$ cat config.mk
export PLATFORM = sky130hd
export DESIGN_NAME = cb_cfg_ctrl
export DESIGN_NICKNAME = d
export VERILOG_FILES = /design/src/rtl/cb_cfg_ctrl.sv
export SDC_FILE = /design/constraint.sdc
export NUM_CORES = 1
export LEC_CHECK = 0
export CAP_MARGIN = 20
export CORE_UTILIZATION = 46
export DETAILED_ROUTE_END_ITERATION = 12
export PLACE_DENSITY = 0.74
export SETUP_SLACK_MARGIN = 0.4
export SLEW_MARGIN = 25
export SYNTH_ARGS = -nofsm -noshare
export SYNTH_HDL_FRONTEND = slang
export SYNTH_SLANG_ARGS = --single-unit
$ cat constraint.sdc
create_clock -name clk -period 1.8 [get_ports clk]
set_input_delay 0.18 -clock clk [delete_from_list [all_inputs] [get_ports clk]]
set_output_delay 0.18 -clock clk [all_outputs]
set_load 0.005 [all_outputs]
$ cat src/rtl/cb_cfg_ctrl.sv
// ---------------------------------------------------------------------------
// cb_cfg_ctrl -- serial configuration controller for a daisy-chained set of
// connection boxes (CBs).
//
// A pass is requested with 'start'. The controller pulls config bytes over a
// valid/ready stream. It shifts each byte MSB first onto 'bit_in_CB', one bit
// per clock. At the first bit of every box it pulses the chain token
// 'cb_prgm_b' low. While a pass is running, 'prgm_b' is held low, so the
// fabric switches stay dead until the whole chain has been loaded.
//
// Optional feature, selected by the macro CB_CFG_CRC_EN:
//   The controller accumulates a CRC-8 (poly 0x07, init 0x00, MSB first)
//   over all data bytes. After the last data byte, one extra CRC byte is
//   accepted in the CHECK state. On a match the pass finishes. On a mismatch
//   the pass ends with error=1 and prgm_b=0.
//
// Ports:
//   clk        in   single clock
//   reset      in   synchronous, active-high
//   start      in   one-cycle pass request (ignored while busy)
//   abort      in   terminates a pass in progress (highest priority)
//   cfg_data   in   [7:0] config byte
//   cfg_valid  in   byte valid
//   cfg_ready  out  byte ready (LOAD / CHECK only)
//   bit_in_CB  out  serial config bit to the chain head
//   prgm_b     out  active-low global program mode
//   cb_prgm_b  out  active-low chain token, low on bit 0 of each box
//   cb_idx     out  index of the box currently being loaded
//   busy       out  pass in progress
//   done       out  last pass completed (held until next start/reset)
//   error      out  last pass aborted or failed its CRC
// ---------------------------------------------------------------------------
module cb_cfg_ctrl #(
  parameter int NUM_CB  = 4,
  parameter int CB_BITS = 48,
  localparam int IDX_W  = (NUM_CB > 1) ? $clog2(NUM_CB) : 1
) (
  input  logic             clk,
  input  logic             reset,
  input  logic             start,
  input  logic             abort,
  input  logic [7:0]       cfg_data,
  input  logic             cfg_valid,
  output logic             cfg_ready,
  output logic             bit_in_CB,
  output logic             prgm_b,
  output logic             cb_prgm_b,
  output logic [IDX_W-1:0] cb_idx,
  output logic             busy,
  output logic             done,
  output logic             error
);

  localparam int BOX_BYTES   = CB_BITS / 8;
  localparam int TOTAL_BYTES = NUM_CB * BOX_BYTES;
  localparam int BYTE_W      = $clog2(TOTAL_BYTES + 1);
  localparam int BOX_W       = (BOX_BYTES > 1) ? $clog2(BOX_BYTES) : 1;

  typedef enum logic [2:0] {
    IDLE,
    LOAD,
    SHIFT,
`ifdef CB_CFG_CRC_EN
    CHECK,
`endif
    FINISH
  } state_t;

  state_t            state, state_next;
  logic [7:0]        shreg;
  logic [2:0]        bit_cnt;
  logic [BYTE_W-1:0] byte_cnt;
  logic [BOX_W-1:0]  box_byte;

  // Strobes from the next-state logic to the datapath.
  logic launch;    // accepted start
  logic take;      // data byte handshake
  logic shift_en;  // one serial bit leaves this cycle
  logic finish;    // pass completed
  logic fail;      // abort or CRC mismatch

  logic last_byte;
  assign last_byte = (byte_cnt == BYTE_W'(TOTAL_BYTES - 1));

`ifdef CB_CFG_CRC_EN
  logic [7:0] crc;

  function automatic logic [7:0] crc8_next(input logic [7:0] crc_in,
                                           input logic [7:0] data);
    logic [7:0] c;
    c = crc_in ^ data;
    for (int i = 0; i < 8; i++) begin
      c = c[7] ? ((c << 1) ^ 8'h07) : (c << 1);
    end
    return c;
  endfunction
`endif

  // Moore-style outputs decoded from the state registers.
`ifdef CB_CFG_CRC_EN
  assign cfg_ready = (state == LOAD) || (state == CHECK);
`else
  assign cfg_ready = (state == LOAD);
`endif
  assign bit_in_CB = (state == SHIFT) && shreg[7];
  assign cb_prgm_b = !((state == SHIFT) && (bit_cnt == 3'd0) &&
                       (box_byte == '0));

  always_ff @(posedge clk) begin
    if (reset) state <= IDLE;
    else       state <= state_next;
  end

  // NOTE: every signal written here gets a default first, so no path through
  // the case statement can leave one unassigned and infer a latch.
  always_comb begin
    state_next = state;
    launch     = 1'b0;
    take       = 1'b0;
    shift_en   = 1'b0;
    finish     = 1'b0;
    fail       = 1'b0;
    case (state)
      IDLE: begin
        // Abort beats a coincident start: nothing is launched.
        if (start && !abort) begin
          state_next = LOAD;
          launch     = 1'b1;
        end
      end
      LOAD: begin
        if (abort) begin
          state_next = IDLE;
          fail       = 1'b1;
        end else if (cfg_valid) begin
          state_next = SHIFT;
          take       = 1'b1;
        end
      end
      SHIFT: begin
        if (abort) begin
          state_next = IDLE;
          fail       = 1'b1;
        end else begin
          shift_en = 1'b1;
          if (bit_cnt == 3'd7) begin
`ifdef CB_CFG_CRC_EN
            state_next = last_byte ? CHECK : LOAD;
`else
            state_next = last_byte ? FINISH : LOAD;
`endif
          end
        end
      end
`ifdef CB_CFG_CRC_EN
      CHECK: begin
        if (abort) begin
          state_next = IDLE;
          fail       = 1'b1;
        end else if (cfg_valid) begin
          if (cfg_data == crc) begin
            state_next = FINISH;
          end else begin
            state_next = IDLE;
            fail       = 1'b1;
          end
        end
      end
`endif
      FINISH: begin
        state_next = IDLE;
        if (abort) fail   = 1'b1;
        else       finish = 1'b1;
      end
      default: state_next = IDLE;
    endcase
  end

  // NOTE: sequential state uses non-blocking assignments only. All registers
  // then update together at the edge, whatever the statement order.
  always_ff @(posedge clk) begin
    if (reset) begin
      shreg    <= '0;
      bit_cnt  <= '0;
      byte_cnt <= '0;
      box_byte <= '0;
      cb_idx   <= '0;
      prgm_b   <= 1'b1;
      busy     <= 1'b0;
      done     <= 1'b0;
      error    <= 1'b0;
`ifdef CB_CFG_CRC_EN
      crc      <= '0;
`endif
    end else begin
      if (launch) begin
        bit_cnt  <= '0;
        byte_cnt <= '0;
        box_byte <= '0;
        cb_idx   <= '0;
        prgm_b   <= 1'b0;
        busy     <= 1'b1;
        done     <= 1'b0;
        error    <= 1'b0;
`ifdef CB_CFG_CRC_EN
        crc      <= '0;
`endif
      end
      if (take) begin
        shreg   <= cfg_data;
        bit_cnt <= '0;
`ifdef CB_CFG_CRC_EN
        crc     <= crc8_next(crc, cfg_data);
`endif
      end
      if (shift_en) begin
        shreg   <= {shreg[6:0], 1'b0};
        bit_cnt <= bit_cnt + 3'd1;
        if (bit_cnt == 3'd7) begin
          byte_cnt <= byte_cnt + BYTE_W'(1);
          if (box_byte == BOX_W'(BOX_BYTES - 1)) begin
            box_byte <= '0;
            // The last box keeps its index, so cb_idx reads NUM_CB-1 after a pass.
            if (cb_idx != IDX_W'(NUM_CB - 1)) cb_idx <= cb_idx + IDX_W'(1);
          end else begin
            box_byte <= box_byte + BOX_W'(1);
          end
        end
      end
      if (finish) begin
        prgm_b <= 1'b1;
        done   <= 1'b1;
        busy   <= 1'b0;
      end
      if (fail) begin
        // The fabric is left unprogrammed: prgm_b stays low.
        prgm_b <= 1'b0;
        busy   <= 1'b0;
        done   <= 1'b0;
        error  <= 1'b1;
      end
    end
  end

endmodule

==> impl_metrics.env <==
export IMPL_ant_nets=0
export IMPL_drt_wl_total_um=3590
export IMPL_antenna_found_initial=0
export IMPL_cts_buffer_depth=2
export IMPL_syn_inst=150
export IMPL_min_period_ps=1580
export IMPL_die_width_um=57.6
export IMPL_cts_sinks=27
export IMPL_drt_iter0_drc=46
export IMPL_yosysUniqueCellTypes=41
export IMPL_min_path_cells=3
export IMPL_io_pins=22
export IMPL_setup_viol=0
export IMPL_drive_gt1_share_pct=43.9
export IMPL_slowest_stage="or4b_4"
export IMPL_clockRootBuffer="clkbuf_4"
export IMPL_hold_viol_final=0
export IMPL_slew_headroom_pct=66.4
export IMPL_cts_tree="done"
export IMPL_clkLatencyLatePin_ps=320
export IMPL_worstMarginPinSlew_ps=505
export IMPL_syn_to_final_growth_pct=42.3
export IMPL_critPathBufInv=2
export IMPL_cts_hold_buf=0
export IMPL_grt_ovfl_total=0
export IMPL_grt_usage_pct=21.6
export IMPL_start_kind="flop"
export IMPL_core_rowCount=19
export IMPL_die_area_um2=3320
export IMPL_maxCapViolations=0
export IMPL_powerDensity_nw_per_um2=506
export IMPL_slew_viol_final=0
export IMPL_postSynth_asyncResetShare_pct=0
export IMPL_die_h_um=57.6
export IMPL_portBuffers=21
export IMPL_p_leak_uw=0.000788
export IMPL_worstPathRequired_ps=2020
export IMPL_wire_per_inst_um=16.5
export IMPL_ys_ff_latch=27
export IMPL_hold_slack_ps=483
export IMPL_grt_first_pass_wirelength_um=5620
export IMPL_critPathKind="flop to flop"
export IMPL_final_common_cell="clkdlybuf4s50_1"
export IMPL_fin_util_pct=70.9
export IMPL_dr_pass1_iters=8
export IMPL_vias=1286
export IMPL_coreArea_um2=2850
export IMPL_finalClockSkew_ps=6.00
export IMPL_critical_path_max_stage_delay_ps=600
export IMPL_grt_pass1_vias=1236
export IMPL_nets=206
export IMPL_crit_cells=5
export IMPL_mostFrequentLayoutCells="clkdlybuf4s50_1, dfxtp_1, mux2i_1, buf_4, nor2_1"
export IMPL_final_cells=218
export IMPL_globalplace_congestion=0.767
export IMPL_cp_max_fo=6
export IMPL_crit_chain="buf_6 > buf_8 > or4b_4 > nand3_1 > mux2i_1"
export IMPL_synthesis_area_um2=1420
export IMPL_finalPower_uw=1020
export IMPL_peakVddDrop_mv=0.429
export IMPL_endpoint_kind="flop"
export IMPL_fmax_mhz=634
export IMPL_rsz0062_at_grt="true"
export IMPL_violations="DRC"
export IMPL_synth_fp_nets=168
export IMPL_worst_r2r_cell_count=5
export IMPL_start_util_pct=49.8
export IMPL_min_path_type="primary input to flop"
export IMPL_synth_ff_type="dfxtp_1"
export IMPL_r2r_slack_ps=220
export IMPL_hp_start="cfg_data[0]"
export IMPL_grt_max_degree=16
export IMPL_dpl_cell_count=199
export IMPL_antenna_cells=0
export IMPL_ys_seq_area_share_pct=38.0
export IMPL_status="complete, but fails checks"
export IMPL_avgSynthCellArea_um2=9.48
export IMPL_cp_arrival_ps=1800
export IMPL_synth_warnings=0
export IMPL_route_detailed_drc=3
export IMPL_cp_top_family="simple AND/OR/NAND/NOR gates"
export IMPL_viasPerCell=5.90
export IMPL_clk_pin_slew_ps=140
export IMPL_post_dp_hpwl_um=2180
export IMPL_r2r_start="state[0]"
export IMPL_min_delay_worst_endpoint="shreg[0]"
export IMPL_reg2reg_to="box_byte[1]"
export IMPL_cts_inserted_buffers=3
export IMPL_htree_num_levels=1
export IMPL_post_route_period_util_pct=87.7
export IMPL_synth_edf_count=0
[metal layers]
metal	track usage, %	share of wire (%)	up-vias
met2	39.0	51	45
met1	26.6	42	616
li1	-	-	617
met5	0	0	-
met4	5.92	1.3	0
met3	3.17	5.0	8
[metrics by stage]
| step | setup TNS, ps | instance area, um^2 | setup slack [ps] |
|---|---|---|---|
| 6_report | 0 | 2020 | 222 |
| 4_1_cts | 0 | 1880 | 145 |
| 3_3_place_gp | 0 | 1700 | 24.2 |
| 2_1_floorplan | 0 | 1460 | 399 |
| 5_1_grt | 0 | 2020 | 199 |
| 3_5_place_dp | -297 | 1700 | -60.3 |
[registers in the layout, indices dropped and copies added, names as in the netlist]
| signal | count |
|---|---|
| byte_cnt | 5 |
| shreg | 8 |
| box_byte | 3 |
| state | 2 |
| error | 1 |
| done | 1 |
| cb_idx | 2 |
| prgm_b | 1 |
| busy | 1 |
| bit_cnt | 3 |
[power breakdown]
part / internal [uW] / switching [uW] / leakage, uW
registers: 605 / 6.44 / 0.000224
logic: 80.1 / 73.4 / 0.000549
clock network: 86.7 / 173 / 0.0000150
[layout make-up]
type | count | area [um^2]
multi-input cells | 106 | 963
repair buffers | 43 | 405
flip-flops and latches | 27 | 563
clock buffers | 4 | 26.3
well taps | 31 | 38.8
inverters | 7 | 26.3
fillers | 221 | 830
[cells in the mapped netlist, drive strengths merged (2+ instances only)]
library cell	n	area [um^2]
xnor2	2	17.5
dfxtp	27	541
nor2	13	48.8
o21ai	6	30.0
nand4	3	25.0
and2	2	12.5
a211oi	9	103
nand2	9	36.3
inv	7	26.3
mux2i	14	140
buf	11	80.1
a311oi	2	17.5
nand2b	2	12.5
nand3	7	35.0
nor3	3	15.0
a21oi	7	35.0
ha	5	62.6
nor2b	2	12.5
or2	3	18.8
[worst reg2reg max path, stage by stage (launching register included)]
cell and delay [ps]:
dfxtp_4 370, buf_6 120, buf_8 120, or4b_4 600
nand3_1 150, mux2i_1 100
[what timing repair did]
action / CTS / global route
setup endpoints to repair: 27 / 35
gates resized for setup: 33 / 31
setup buffers: 7 / 6
pin swaps: 6 / 13
gates cloned: 2 / 0
[logic make-up (layout without fill, tap and decap cells)]
group                    Yosys count  count (layout)  share of synthesized area [%]
XOR/XNOR                           2               2                           1.23
multiplexers                      14              14                           9.86
buffers and inverters             18              54                           7.48
AO/OA/AOI/OAI                     29              29                           16.3
flip-flops                        27              27                           38.0
AND/OR/NAND/NOR                   55              56                           22.7
adder cells (fa/ha/maj)            5               5                           4.40
[how the worst max path moves through the flow]
| stage | from | to | slack (ps) |
|---|---|---|---|
| 3_3_place_gp | abort | shreg[6] | 20 |
| 2_1_floorplan | bit_cnt[1] | byte_cnt[2] | 400 |
| 4_1_cts | state[1] | bit_in_CB | 150 |
| 6_report | state[0] | box_byte[1] | 220 |
| 3_5_place_dp | abort | shreg[3] | -60 |
| 5_1_grt | state[0] | box_byte[1] | 200 |
(Power assumes the default switching activity.)
==> edit 1 (same settings) <==
Build with the macro `CB_CFG_CRC_EN` defined.
--- a/src/rtl/cb_cfg_ctrl.sv
+++ b/src/rtl/cb_cfg_ctrl.sv
@@ -32,2 +32,4 @@
 // ---------------------------------------------------------------------------
+`define CB_CFG_CRC_EN
+
 module cb_cfg_ctrl #(
Function: same outputs for any inputs over 10 cycles, from zero or initial values and one cycle with reset high; that may be too few to reach the edited logic, so the function may still have changed.
==> edit 1 against the original RTL <==
Power increased by 99%. Sequential cell count increased by 9. Worst setup slack worse by 0.16 ns. Cell area up 80%. Wire length rose by 120%. Die area is 46% higher. Non-clock buffer count increased by 62. Synthesized area up 48%. Largest power group unchanged.
==> edit 1: results (changes against the original RTL) <==
- The clock-pin slew on the worst setup and hold paths was 0.08 ns (was 0.14 ns).
- The fraction of met1 tracks used by global routing was 30.6% (was 26.6%).
- The fraction of met3 tracks used by global routing is 7.56% (was 3.17%).
- The first-pass iteration count of the detailed router is 4 (was 8).
- The arrival time of data at the critical path endpoint is 1.95 ns (was 1.80 ns).
- The clock root buffer is sky130_fd_sc_hd__clkbuf_8 (was sky130_fd_sc_hd__clkbuf_4).
- The clock-cell share of area came to 2.58% (was 1.30%).
- The maximum fanout count along the critical path came to 5 (was 6).
- The number of signal-net buffers in the layout is 105 (was 43).
- The number of global-route vias before repair is 2312 (was 1236).
- The total track usage is 29.6% (was 21.6%).
- The worst slack at placement came to -0.231 ns (was -0.0603 ns).
- The clock latency reported for the late side of the worst-skew pair is 0.30 ns (was 0.32 ns).
- Most frequent cells after synthesis: sky130_fd_sc_hd__dfxtp_1 (36), sky130_fd_sc_hd__nor2_1 (23), sky130_fd_sc_hd__nand2_1 (19), sky130_fd_sc_hd__nor3_1 (12), sky130_fd_sc_hd__nand3_1 (11) (was sky130_fd_sc_hd__dfxtp_1 (27), sky130_fd_sc_hd__mux2i_1 (14), sky130_fd_sc_hd__nor2_1 (13), sky130_fd_sc_hd__nand2_1 (8)).
- The met2 routing resource usage after global routing was 51.6% (was 39.0%).
- The number of clock buffer instances in the layout was 7 (was 4).
- The clock buffer count from CTS is 5 (was 3).
- The count of multi-input combinational gates is 175 (was 106).
- The final weighted congestion in routability-driven placement is 0.821 (was 0.767).
- The clock net sink count is 36 (was 27).
- The share of cell area taken by multi-input logic gates is 47.8% (was 47.6%).
- The fraction of layout cells with a size suffix above 1 is 54.5% (was 43.9%).
- The worst ir drop on vdd is 0.485 mV (was 0.429 mV).
- The fraction of area in registers is 20.4% (was 27.8%).
- The worst-path cell with the longest stage delay is sky130_fd_sc_hd__or4_4 (was sky130_fd_sc_hd__or4b_4).
- Leading registers by flop count: crc: 8 flops, shreg: 8 flops, byte_cnt: 5 flops (was shreg: 8 flops, byte_cnt: 5 flops).
- The worst slew slack as a fraction of its limit is 76.6% (was 66.4%).
- Outcome: completed (was finished with violations).
- The HPWL reported at the end of detailed placement is 3.60 mm (was 2.18 mm).
- The number of nets in the finished design is 350 (was 206).
- The sequential element share of the synthesized area is 34.3% (was 38.0%).
- The largest clock skew in the final design is 0.00991 ns (was 0.00600 ns).
- The met3 layer wire length in the routed design is 355 um (was 181 um).
- The buffering overhead is 26.8% (was 20.0%).
- The wire length on met2 is 4.06 mm (was 1.84 mm).
- The standby leakage power is 0.00145 uW (was 0.000788 uW).
- The number of nets produced by synthesis is 252 (was 168).
- The count of fill cells added during filler insertion is 211 (was 221).
- The global-route wire length before repair is 10.9 mm (was 5.62 mm).
- The number of H-tree levels is 2 (was 1).
- The final wirelength came to 7.90 mm (was 3.59 mm).
- The wire length the detailed router placed on met1 is 3.01 mm (was 1.52 mm).
- The worst stage delay on the critical path is 0.48 ns (was 0.60 ns).
- The detailed-route vias per instance is 6.08 (was 5.90).
- The number of logic inverters in the finished layout was 6 (was 7).
- The number of distinct library cells after synthesis was 53 (was 41).
-- edit 1: cell count changes after synthesis, sizes merged, moves of 9 or more --
cell | before | now
nand2 | 9 | 20
mux2i | 14 | 4
nor2 | 13 | 23
a211oi | 9 | 0
dfxtp | 27 | 36
nor3 | 3 | 12
-- edit 1: path summary, 6_finish.rpt --
check,end,slack [ns],cells past startpoint,start
max,crc[1],0.06,5,state[2]
min,shreg[2],0.48,4,cfg_data[2]
max reg2reg,crc[1],0.06,5,state[2]
min reg2reg,shreg[7],0.50,2,shreg[7]
-- edit 1: what timing repair did --
item                                    CTS  global route
gates resized for setup                  79            48
pin swaps                                42            26
cloned                                    1             0
endpoints found under the setup margin   39            40
buffers inserted                         29            12
-- edit 1: stage by stage --
step	cells	utilization [%]	instance area (um^2)
detailed placement	332	62.6	2740
CTS	370	77.1	3380
global placement	332	62.6	2740
finish	382	83.1	3640
floorplan	231	-	2250
global route	382	83.1	3640
-- edit 1: worst min-delay path, stage by stage --
cell                            delay (ns)
sky130_fd_sc_hd__dlygate4sd2_1        0.26
sky130_fd_sc_hd__buf_6                0.12
sky130_fd_sc_hd__nand2_1              0.07
sky130_fd_sc_hd__a311oi_2             0.10
-- edit 1: kinds of logic (layout without fill, tap and decap cells) --
logic type,count (synthesis),count (layout),share of synthesized area [%]
and+or+nand+nor,100,100,25.8
AOI/OAI and AO/OA,41,41,13.7
DFF,36,36,34.3
xor gates and xnor gates,21,21,14.3
buffers and inverters,20,119,4.59
adders and majority gates,8,8,4.77
muxes,5,5,2.44
-- edit 1: report_power, final --
part	total, uW	switching [uW]	leakage, uW	internal (uW)
logic	575	254	0.00111	321
clock network	624	313	0.0000445	311
registers	843	25.7	0.000297	817
==> edit 2 (same settings) <==
Made on the original files. Re-encode `state_t` (4 states) as one-hot, 4 bits wide.
--- a/src/rtl/cb_cfg_ctrl.sv
+++ b/src/rtl/cb_cfg_ctrl.sv
@@ -58,6 +58,6 @@
 
-  typedef enum logic [2:0] {
-    IDLE,
-    LOAD,
-    SHIFT,
+  typedef enum logic [3:0] {
+    IDLE   = 4'b0001,
+    LOAD   = 4'b0010,
+    SHIFT  = 4'b0100,
 `ifdef CB_CFG_CRC_EN
@@ -65,3 +65,3 @@
 `endif
-    FINISH
+    FINISH = 4'b1000
   } state_t;
Formal check against the unedited RTL: same outputs for any inputs over 10 cycles, from zero or initial values and one cycle with reset high; not proved beyond that.
==> edit 2 against the original RTL <==
Worst setup slack worse by 0.17 ns. Cell area rose by 23%. Wire length grew 47%. Sequential cell count rose by 2. Synthesized area grew 9.1%. Via count increased by 34%. Sequential share of layout area decreased by 4.0 points. Critical endpoint is now state[1].
Power is not compared: it rests on default switching activity, and its combinational part moved more than twofold at a synthesized area within 25%.
==> edit 2: results (changes against the original RTL) <==
- The largest clock skew in the final design was 0.0130 ns (was 0.00600 ns).
- The clock-pin slew on the worst setup and hold paths is 0.10 ns (was 0.14 ns).
- The count of fill cells added during filler insertion was 187 (was 221).
- The global-route wire length before repair came to 7.88 mm (was 5.62 mm).
- The number of distinct library cells after synthesis is 46 (was 41).
- The final weighted congestion in routability-driven placement came to 0.826 (was 0.767).
- The largest net degree at the start of global routing is 20 (was 16).
- The endpoint of the worst-slack reg-to-reg timing path is state[1] (was box_byte[1]).
- The detail-routed net length per standard cell is 19.1 um (was 16.5 um).
- The worst slack at placement was -0.0504 ns (was -0.0603 ns).
- The maximum fanout count along the critical path is 5 (was 6).
- The HPWL reported at the end of detailed placement is 2.85 mm (was 2.18 mm).
- The fraction of met1 tracks used by global routing is 35.6% (was 26.6%).
- Most frequent cells after synthesis: sky130_fd_sc_hd__dfxtp_1 (29), sky130_fd_sc_hd__o21ai_0 (14), sky130_fd_sc_hd__clkbuf_1 (11), sky130_fd_sc_hd__nand4_1 (10), sky130_fd_sc_hd__nor3_1 (10) (was sky130_fd_sc_hd__dfxtp_1 (27), sky130_fd_sc_hd__mux2i_1 (14), sky130_fd_sc_hd__nor2_1 (13), sky130_fd_sc_hd__nand2_1 (8)).
- The source of the worst register-to-register timing path is state[3] (was state[0]).
- The transition at the pin with the smallest max-transition slack is 0.412 ns (was 0.505 ns).
- The clock buffer count from CTS is 5 (was 3).
- The clock latency reported for the late side of the worst-skew pair is 0.35 ns (was 0.32 ns).
- The number of nets in the finished design is 250 (was 206).
- The violation count after the first detailed-routing iteration is 110 (was 46).
- The arrival time of data at the critical path endpoint is 2.01 ns (was 1.80 ns).
- The number of nets produced by synthesis is 195 (was 168).
- The number of global-route vias before repair is 1714 (was 1236).
- The met2 routing resource usage after global routing is 50.0% (was 39.0%).
- The worst reg2reg path depth is 4 (was 5).
- The fraction of met3 tracks used by global routing is 7.58% (was 3.17%).
- Outcome: completed (was finished with violations).
[edit 2: how the worst max path moves through the flow]
stage / from / to / cells after the start
after detailed placement: abort / prgm_b / 4
after floorplan: state[1] / byte_cnt[2] / 6
after global routing: state[1] / state[1] / 4
after global placement: abort / prgm_b / 4
final: state[3] / state[1] / 4
after CTS: state[2] / state[1] / 4
[edit 2: through the flow]
stage	hold WS [ns]	cell area (um^2)	util (%)	std cells
after floorplan	0.347	1560	-	177
after global placement	0.480	1930	61.7	249
after detailed placement	0.482	1930	61.7	249
after CTS	0.439	2400	76.8	276
after global routing	0.447	2490	79.6	276
final	0.414	2490	79.6	276
[edit 2: cells by family (layout without fill, tap and decap cells)]
logic type / after synthesis / count (layout) / share of synthesized area (%)
compound gates: 51 / 51 / 22.5
simple gates: 65 / 66 / 26.3
flops: 29 / 29 / 37.4
fa+ha+maj: 5 / 5 / 4.04
buf+inv: 22 / 76 / 6.54
xor+xnor: 1 / 1 / 0.565
mux: 4 / 4 / 2.58
[edit 2: area by class of cell]
type	count	area (um^2)	area share, %
flip-flops and latches	29	592	23.8
well taps	44	55.1	2.21
clock buffers	7	55.1	2.21
multi-input cells	127	1150	46.4
repair buffers	63	604	24.3
inverters	6	27.5	1.11
[edit 2: repair_timing]
item	in CTS	in global routing
cloned	2	0
setup buffers	18	0
setup endpoints to repair	33	37
resized for setup	87	24
pin swaps	29	5
[edit 2: per-layer routing]
layer  up-vias  share of wire (%)  wire (um)
li1        806                  -          -
met1       840                 41       2180
met5         -                  0          0
met4         0                2.6        137
met3        16                4.9        257
met2        59                 51       2680
[edit 2: power by group]
group	internal (uW)	switching (uW)
Clock	184	239
Combinational	161	167
Sequential	660	27.7
